### src/rtl/bless_nic.sv
// Network interface for the local port of a bufferless router.
// The TX path buffers host packets and injects one single-flit packet per
// cycle when the router offers a slot. Packets addressed to this node are
// looped back into the RX FIFO instead of being injected.
// The RX path accepts every ejected flit. A bufferless router cannot be
// stalled, so a flit that finds the RX FIFO full is counted and discarded.
//
// Handshakes:
//   tx_valid/tx_ready : a packet transfers at the posedge where both are 1.
//                       tx_ready depends only on FIFO state, never on tx_valid.
//   rx_valid/rx_ready : the RX head pops at the posedge where both are 1.
//                       The head fields stay stable until that pop.
//   inj_ready         : an injection slot offered by the router. There is no
//                       valid/ready pairing; the router consumes inj_c/inj_d
//                       whenever inj_c[0] is set.
//   ej_c[0]           : an ejected flit, taken unconditionally.
module bless_nic #(
  parameter int                ADDR_W   = 4,
  parameter logic [ADDR_W-1:0] MY_ADDR  = '0,
  parameter int                CTRL_W   = 16,
  parameter int                DATA_W   = 32,
  parameter int                TX_DEPTH = 4,
  parameter int                RX_DEPTH = 4
) (
  input  logic                        clk,
  input  logic                        rst,
  input  logic                        tx_valid,
  input  logic [ADDR_W-1:0]           tx_dest,
  input  logic [DATA_W-1:0]           tx_data,
  output logic                        tx_ready,
  output logic [CTRL_W-1:0]           inj_c,
  output logic [DATA_W-1:0]           inj_d,
  input  logic                        inj_ready,
  input  logic [CTRL_W-1:0]           ej_c,
  input  logic [DATA_W-1:0]           ej_d,
  output logic                        rx_valid,
  input  logic                        rx_ready,
  output logic [ADDR_W-1:0]           rx_src,
  output logic [CTRL_W-2*ADDR_W-2:0]  rx_seq,
  output logic [DATA_W-1:0]           rx_data,
  output logic [7:0]                  drop_cnt,
  output logic [7:0]                  misroute_cnt,
  output logic                        overflow
);

  localparam int SEQ_W = CTRL_W - 1 - 2 * ADDR_W;
  localparam int TX_AW = $clog2(TX_DEPTH);
  localparam int RX_AW = $clog2(RX_DEPTH);
  localparam int TX_W  = ADDR_W + DATA_W;
  localparam int RX_W  = ADDR_W + SEQ_W + DATA_W;

  // ---------------- TX FIFO ----------------
  logic [TX_W-1:0]   tx_mem [TX_DEPTH];
  logic [TX_AW:0]    tx_wr_ptr;
  logic [TX_AW:0]    tx_rd_ptr;
  logic              tx_full;
  logic              tx_empty;
  logic              tx_push;
  logic              tx_pop;
  logic [ADDR_W-1:0] head_dest;
  logic [DATA_W-1:0] head_data;

  // Pointers carry one extra wrap bit to tell full from empty.
  assign tx_full  = (tx_wr_ptr[TX_AW] != tx_rd_ptr[TX_AW]) &&
                    (tx_wr_ptr[TX_AW-1:0] == tx_rd_ptr[TX_AW-1:0]);
  assign tx_empty = (tx_wr_ptr == tx_rd_ptr);
  assign tx_ready = !tx_full;
  assign tx_push  = tx_valid && !tx_full;
  assign {head_dest, head_data} = tx_mem[tx_rd_ptr[TX_AW-1:0]];

  // ---------------- RX FIFO ----------------
  logic [RX_W-1:0]   rx_mem [RX_DEPTH];
  logic [RX_AW:0]    rx_wr_ptr;
  logic [RX_AW:0]    rx_rd_ptr;
  logic              rx_full;
  logic              rx_empty;
  logic              rx_push;
  logic              rx_pop;
  logic [RX_W-1:0]   rx_wdata;

  assign rx_full  = (rx_wr_ptr[RX_AW] != rx_rd_ptr[RX_AW]) &&
                    (rx_wr_ptr[RX_AW-1:0] == rx_rd_ptr[RX_AW-1:0]);
  assign rx_empty = (rx_wr_ptr == rx_rd_ptr);
  assign rx_valid = !rx_empty;
  assign rx_pop   = rx_valid && rx_ready;
  assign {rx_src, rx_seq, rx_data} = rx_mem[rx_rd_ptr[RX_AW-1:0]];

  // ---------------- Ejection decode ----------------
  logic              ej_valid;
  logic [ADDR_W-1:0] ej_dest;
  logic [ADDR_W-1:0] ej_src;
  logic [SEQ_W-1:0]  ej_seq;
  logic              ej_mine;
  logic              ej_misroute;
  logic              ej_store;
  logic              ej_drop;

  assign ej_valid    = ej_c[0];
  assign ej_dest     = ej_c[ADDR_W:1];
  assign ej_src      = ej_c[2*ADDR_W:ADDR_W+1];
  assign ej_seq      = ej_c[CTRL_W-1:2*ADDR_W+1];
  assign ej_mine     = ej_valid && (ej_dest == MY_ADDR);
  assign ej_misroute = ej_valid && (ej_dest != MY_ADDR);
  // A same-cycle pop frees the slot this flit is written into.
  assign ej_store    = ej_mine && (!rx_full || rx_pop);
  assign ej_drop     = ej_mine && rx_full && !rx_pop;

  // ---------------- TX head dispatch ----------------
  logic [SEQ_W-1:0]  seq_cnt;
  logic              do_loop;
  logic              do_inject;

  // Loopback yields the RX write port to any ejected flit, even a misrouted one.
  assign do_loop   = !tx_empty && (head_dest == MY_ADDR) && !ej_valid && !rx_full;
  assign do_inject = !tx_empty && (head_dest != MY_ADDR) && inj_ready;
  assign tx_pop    = do_loop || do_inject;

  // Ejected flits take the RX write port before loopback.
  assign rx_push  = ej_store || do_loop;
  assign rx_wdata = ej_store ? {ej_src, ej_seq, ej_d}
                             : {MY_ADDR, seq_cnt, head_data};

  // Store accepted host packets; storage is not reset, the pointers are.
  always_ff @(posedge clk) begin
    if (tx_push) begin
      tx_mem[tx_wr_ptr[TX_AW-1:0]] <= {tx_dest, tx_data};
    end
  end

  // Advance TX pointers on push and on injection/loopback pop.
  always_ff @(posedge clk) begin
    if (rst) begin
      tx_wr_ptr <= '0;
      tx_rd_ptr <= '0;
    end else begin
      if (tx_push) tx_wr_ptr <= tx_wr_ptr + (TX_AW+1)'(1);
      if (tx_pop)  tx_rd_ptr <= tx_rd_ptr + (TX_AW+1)'(1);
    end
  end

  // Register the injected flit and number every dispatched packet.
  always_ff @(posedge clk) begin
    if (rst) begin
      inj_c   <= '0;
      inj_d   <= '0;
      seq_cnt <= '0;
    end else begin
      if (do_inject) begin
        inj_c <= {seq_cnt, MY_ADDR, head_dest, 1'b1};
        inj_d <= head_data;
      end else begin
        inj_c <= '0;
      end
      if (tx_pop) seq_cnt <= seq_cnt + SEQ_W'(1);
    end
  end

  // Write ejected or looped-back flits into RX storage.
  always_ff @(posedge clk) begin
    if (rx_push) begin
      rx_mem[rx_wr_ptr[RX_AW-1:0]] <= rx_wdata;
    end
  end

  // Advance RX pointers on write and on host pop.
  always_ff @(posedge clk) begin
    if (rst) begin
      rx_wr_ptr <= '0;
      rx_rd_ptr <= '0;
    end else begin
      if (rx_push) rx_wr_ptr <= rx_wr_ptr + (RX_AW+1)'(1);
      if (rx_pop)  rx_rd_ptr <= rx_rd_ptr + (RX_AW+1)'(1);
    end
  end

  // Saturating drop/misroute statistics and the sticky overflow flag.
  always_ff @(posedge clk) begin
    if (rst) begin
      drop_cnt     <= '0;
      misroute_cnt <= '0;
      overflow     <= 1'b0;
    end else begin
      if (ej_drop) begin
        overflow <= 1'b1;
        if (drop_cnt != 8'hFF) drop_cnt <= drop_cnt + 8'd1;
      end
      if (ej_misroute && (misroute_cnt != 8'hFF)) begin
        misroute_cnt <= misroute_cnt + 8'd1;
      end
    end
  end

endmodule

### config.mk
export PLATFORM = sky130hd
export DESIGN_NAME = bless_nic
export DESIGN_NICKNAME = d
export VERILOG_FILES = /design/src/rtl/bless_nic.sv
export SDC_FILE = /design/constraint.sdc
export NUM_CORES = 1
export LEC_CHECK = 0
export BUFFER_PORTS_ARGS = -buffer_cell sky130_fd_sc_hd__buf_4
export CORE_MARGIN = 2
export CORE_UTILIZATION = 35
export DETAILED_ROUTE_END_ITERATION = 10
export SETUP_SLACK_MARGIN = 0.5
export SLEW_MARGIN = 20
export SYNTH_ARGS = -nofsm -noshare
export SYNTH_HDL_FRONTEND = slang
export SYNTH_SLANG_ARGS = --single-unit
### constraint.sdc
create_clock -name clk -period 6 [get_ports clk]
set_clock_uncertainty 0.15 [all_clocks]
set_input_delay 0.6 -clock clk [delete_from_list [all_inputs] [get_ports clk]]
set_output_delay 0.6 -clock clk [all_outputs]
set_load 0.005 [all_outputs]
==> impl_metrics.tcl <==
set metrics [dict create \
    outcome "complete, no violations" \
    wl_met3_mm 1.95 \
    worst_path_max_delay_cell "dfxtp_4" \
    antenna_found_initial 1 \
    yosysTopAreaCell "edfxtp_1" \
    timing.critical_path.buf_inv 1 \
    grt_pass1_wl_mm 53.3 \
    worst_pin_slew_ps 1120 \
    crit_family "simple AND/OR/NAND/NOR gates" \
    power_density_nw_per_um2 345 \
    max_freq_ghz 0.243 \
    io_pins 199 \
    reg2regPathDepth 5 \
    top_layer "met4" \
    ys_types 51 \
    start_util_pct 35.3 \
    cts_hold_buf 0 \
    cp_max_fo 36 \
    tns_ps 0 \
    holdWs_ps 105 \
    grt_max_degree 49 \
    h-tree-depth 2 \
    avgSynthCellArea_um2 18.0 \
    yosysMostFrequentCell "edfxtp_1" \
    first_pass_iters 5 \
    cts_tree "done" \
    p_total_mw 6.52 \
    grt_pass1_vias 8309 \
    setup_viol 0 \
    fillers 3980 \
    clock_path_buffers 3 \
    gp_congestion 0.758 \
    final_util_pct 43.1 \
    die_y_um 214 \
    syn_inst 863 \
    grtUsageTotal_pct 15.4 \
    crit_type "reg -> reg" \
    die_w_um 214 \
    synthArstFlopShare_pct 0 \
    seq_area_frac_synth_pct 72.0 \
    ys_warn_count 0 \
    grt_overflow 0 \
    finalCriticalPeriod_ps 4120 \
    num_rows 77 \
    ys.flop_type "edfxtp_1" \
    cts_sinks 400 \
    cts_setup_buffers 0 \
    synth_edf_count 316 \
    drt_iter0_markers 566 \
    wl_met2_mm 17.6 \
    insertion_delay_ps 550 \
    max_stage_delay_ps 850 \
    irDropWorstVdd_mv 0.207 \
    final-max-slew-violation-count 0 \
    power.leakage_nw 6.46 \
    synth_seq_cells 400 \
    syn_to_final_growth_pct 22.1 \
    crit_arrival_ps 4160 \
    drt_wl_total_mm 35.9 \
    clk_pin_slew_ps 60 \
    synth_area_um2 15500 \
    crit_required_ps 6050 \
    relSlewSlack_pct 25.6 \
    ant_nets 0 \
    critPathCaptureType "flip-flop" \
    critPathLaunchType "flip-flop" \
    drive_gt1_share_pct 40.8 \
    post_cts_resized 0 \
    grt_setup_unrepaired "no" \
    cts_buffers 42 \
    die-area_um2 46000 \
    portBuffers 194 \
    cp.depth 5 \
    hold_depth 1 \
    hpwlAfterDp_mm 23.8 \
    drt-met1-wl_mm 15.7 \
    drc 0 \
    vias_per_cell 4.84 \
    routedWlPerCell_um 21.2 \
    core-area_um2 43900 \
    synth_common_cells "edfxtp_1 (316), dfxtp_1 (84), mux4_2 (79)" \
    hold_path_class "in -> reg" \
    crit_chain "mux4_2, nor4_2, a32oi_1, nor2b_4, buf_4" \
    nNetsFinal 1169 \
    root_buffer "clkbuf_16" \
    synth_area_leaders "edfxtp_1 (61%), mux4_2 (11%), dfxtp_1 (11%), mux2_2 (3.1%), nand2_1 (1.4%)" \
    hold_viol 0 \
    synth_top_area_share_pct 61.2 \
    period_share_pct 68.6 \
    vias 8195 \
    maxCapViolations 0 \
]
==> report_power, final <==
part	total, mW	switching [mW]	internal (mW)
clock	2.53	1.05	1.48
sequential	3.26	0.106	3.16
combinational	0.733	0.379	0.354
total	6.52	1.53	4.99
==> kinds of logic (layout without fill, tap and decap cells) <==
kind of cell             count (synthesis)  in the layout  synth area share, %
XOR/XNOR                                21             21                 1.19
other                                    1              5               0.0242
adder cells (fa/ha/maj)                 13             13                 1.05
AO/OA/AOI/OAI                           65             65                 2.93
flip-flops                             400            400                 72.0
multiplexers                           126            126                 14.9
AND/OR/NAND/NOR                        182            182                 6.01
buffers and inverters                   55            290                 1.87
==> layer usage <==
metal,vias to the layer above,global-route usage [%]
met2,211,25.2
met4,0,4.21
met5,-,0
li1,3772,-
met1,4169,20.8
met3,43,3.57
==> placed cells by master (no fill, tap or decap), types with 5 or more instances in the layout <==
| master | synthesis | final |
|---|---|---|
| nor2b_1 | 11 | 7 |
| inv_1 | 7 | 7 |
| nand2_2 | 20 | 20 |
| xnor2_1 | 13 | 13 |
| ha_1 | 13 | 13 |
| xor2_1 | 8 | 8 |
| nor2_1 | 30 | 30 |
| a21oi_2 | 20 | 20 |
| dfxtp_1 | 84 | 80 |
| mux2_2 | 43 | 43 |
| nand4_1 | 5 | 5 |
| clkbuf_1 | 21 | 12 |
| nand2_1 | 57 | 57 |
| buf_4 | 4 | 205 |
| and3_1 | 17 | 17 |
| clkbuf_16 | 0 | 43 |
| a21oi_1 | 25 | 25 |
| mux4_2 | 79 | 79 |
| nor3_1 | 7 | 7 |
| edfxtp_1 | 316 | 316 |
| nand3_1 | 13 | 13 |
| clkinv_2 | 0 | 12 |
==> sequential cells by signal, summed over array words and instances (netlist names), named ones only <==
signal,count
rx_wr_ptr,3
tx_mem,144
drop_cnt,8
overflow,1
rx_rd_ptr,3
rx_mem,172
tx_rd_ptr,3
inj_d,32
misroute_cnt,8
inj_c,12
tx_wr_ptr,3
seq_cnt,7
==> path summary, 6_finish.rpt <==
kind                   endpoint  slack [ps]       start
hold reg to reg       inj_d[30]         300   inj_d[30]
hold / removal     tx_mem[3][5]         100  tx_data[5]
setup reg to reg  rx_mem[2][38]        1880   flip-flop
setup / recovery  rx_mem[2][38]        1880   flip-flop
==> worst register-to-register path, delay by kind of cell (launching register included) <==
kind	cells	cell delay (ps)
flops	1	850
compound gates	1	480
simple gates	2	1170
buf+inv	1	460
mux	1	660
==> area by class of cell <==
class / count / area, µm² / share of cell area (%)
Clock buffer: 57 / 1150 / 6.07
Sequential cell: 400 / 11200 / 59.1
Clock inverter: 21 / 201 / 1.06
Antenna cell: 1 / 2.50 / 0.0132
Multi-Input combinational cell: 411 / 4090 / 21.6
Tap cell: 592 / 741 / 3.91
Timing Repair Buffer: 205 / 1540 / 8.13
Inverter: 7 / 26.3 / 0.139
==> per-stage QoR <==
| step | setup WS (ps) | instances | instance area (µm²) |
|---|---|---|---|
| 3_3_place_gp | 1830 | 1615 | 17600 |
| 3_5_place_dp | 1750 | 1615 | 17600 |
| 2_1_floorplan | 1660 | 866 | 15500 |
| 6_report | 1880 | 1694 | 18900 |
| 5_1_grt | 1500 | 1694 | 18900 |
| 4_1_cts | 1740 | 1693 | 18900 |
(Power assumes the default switching activity.)
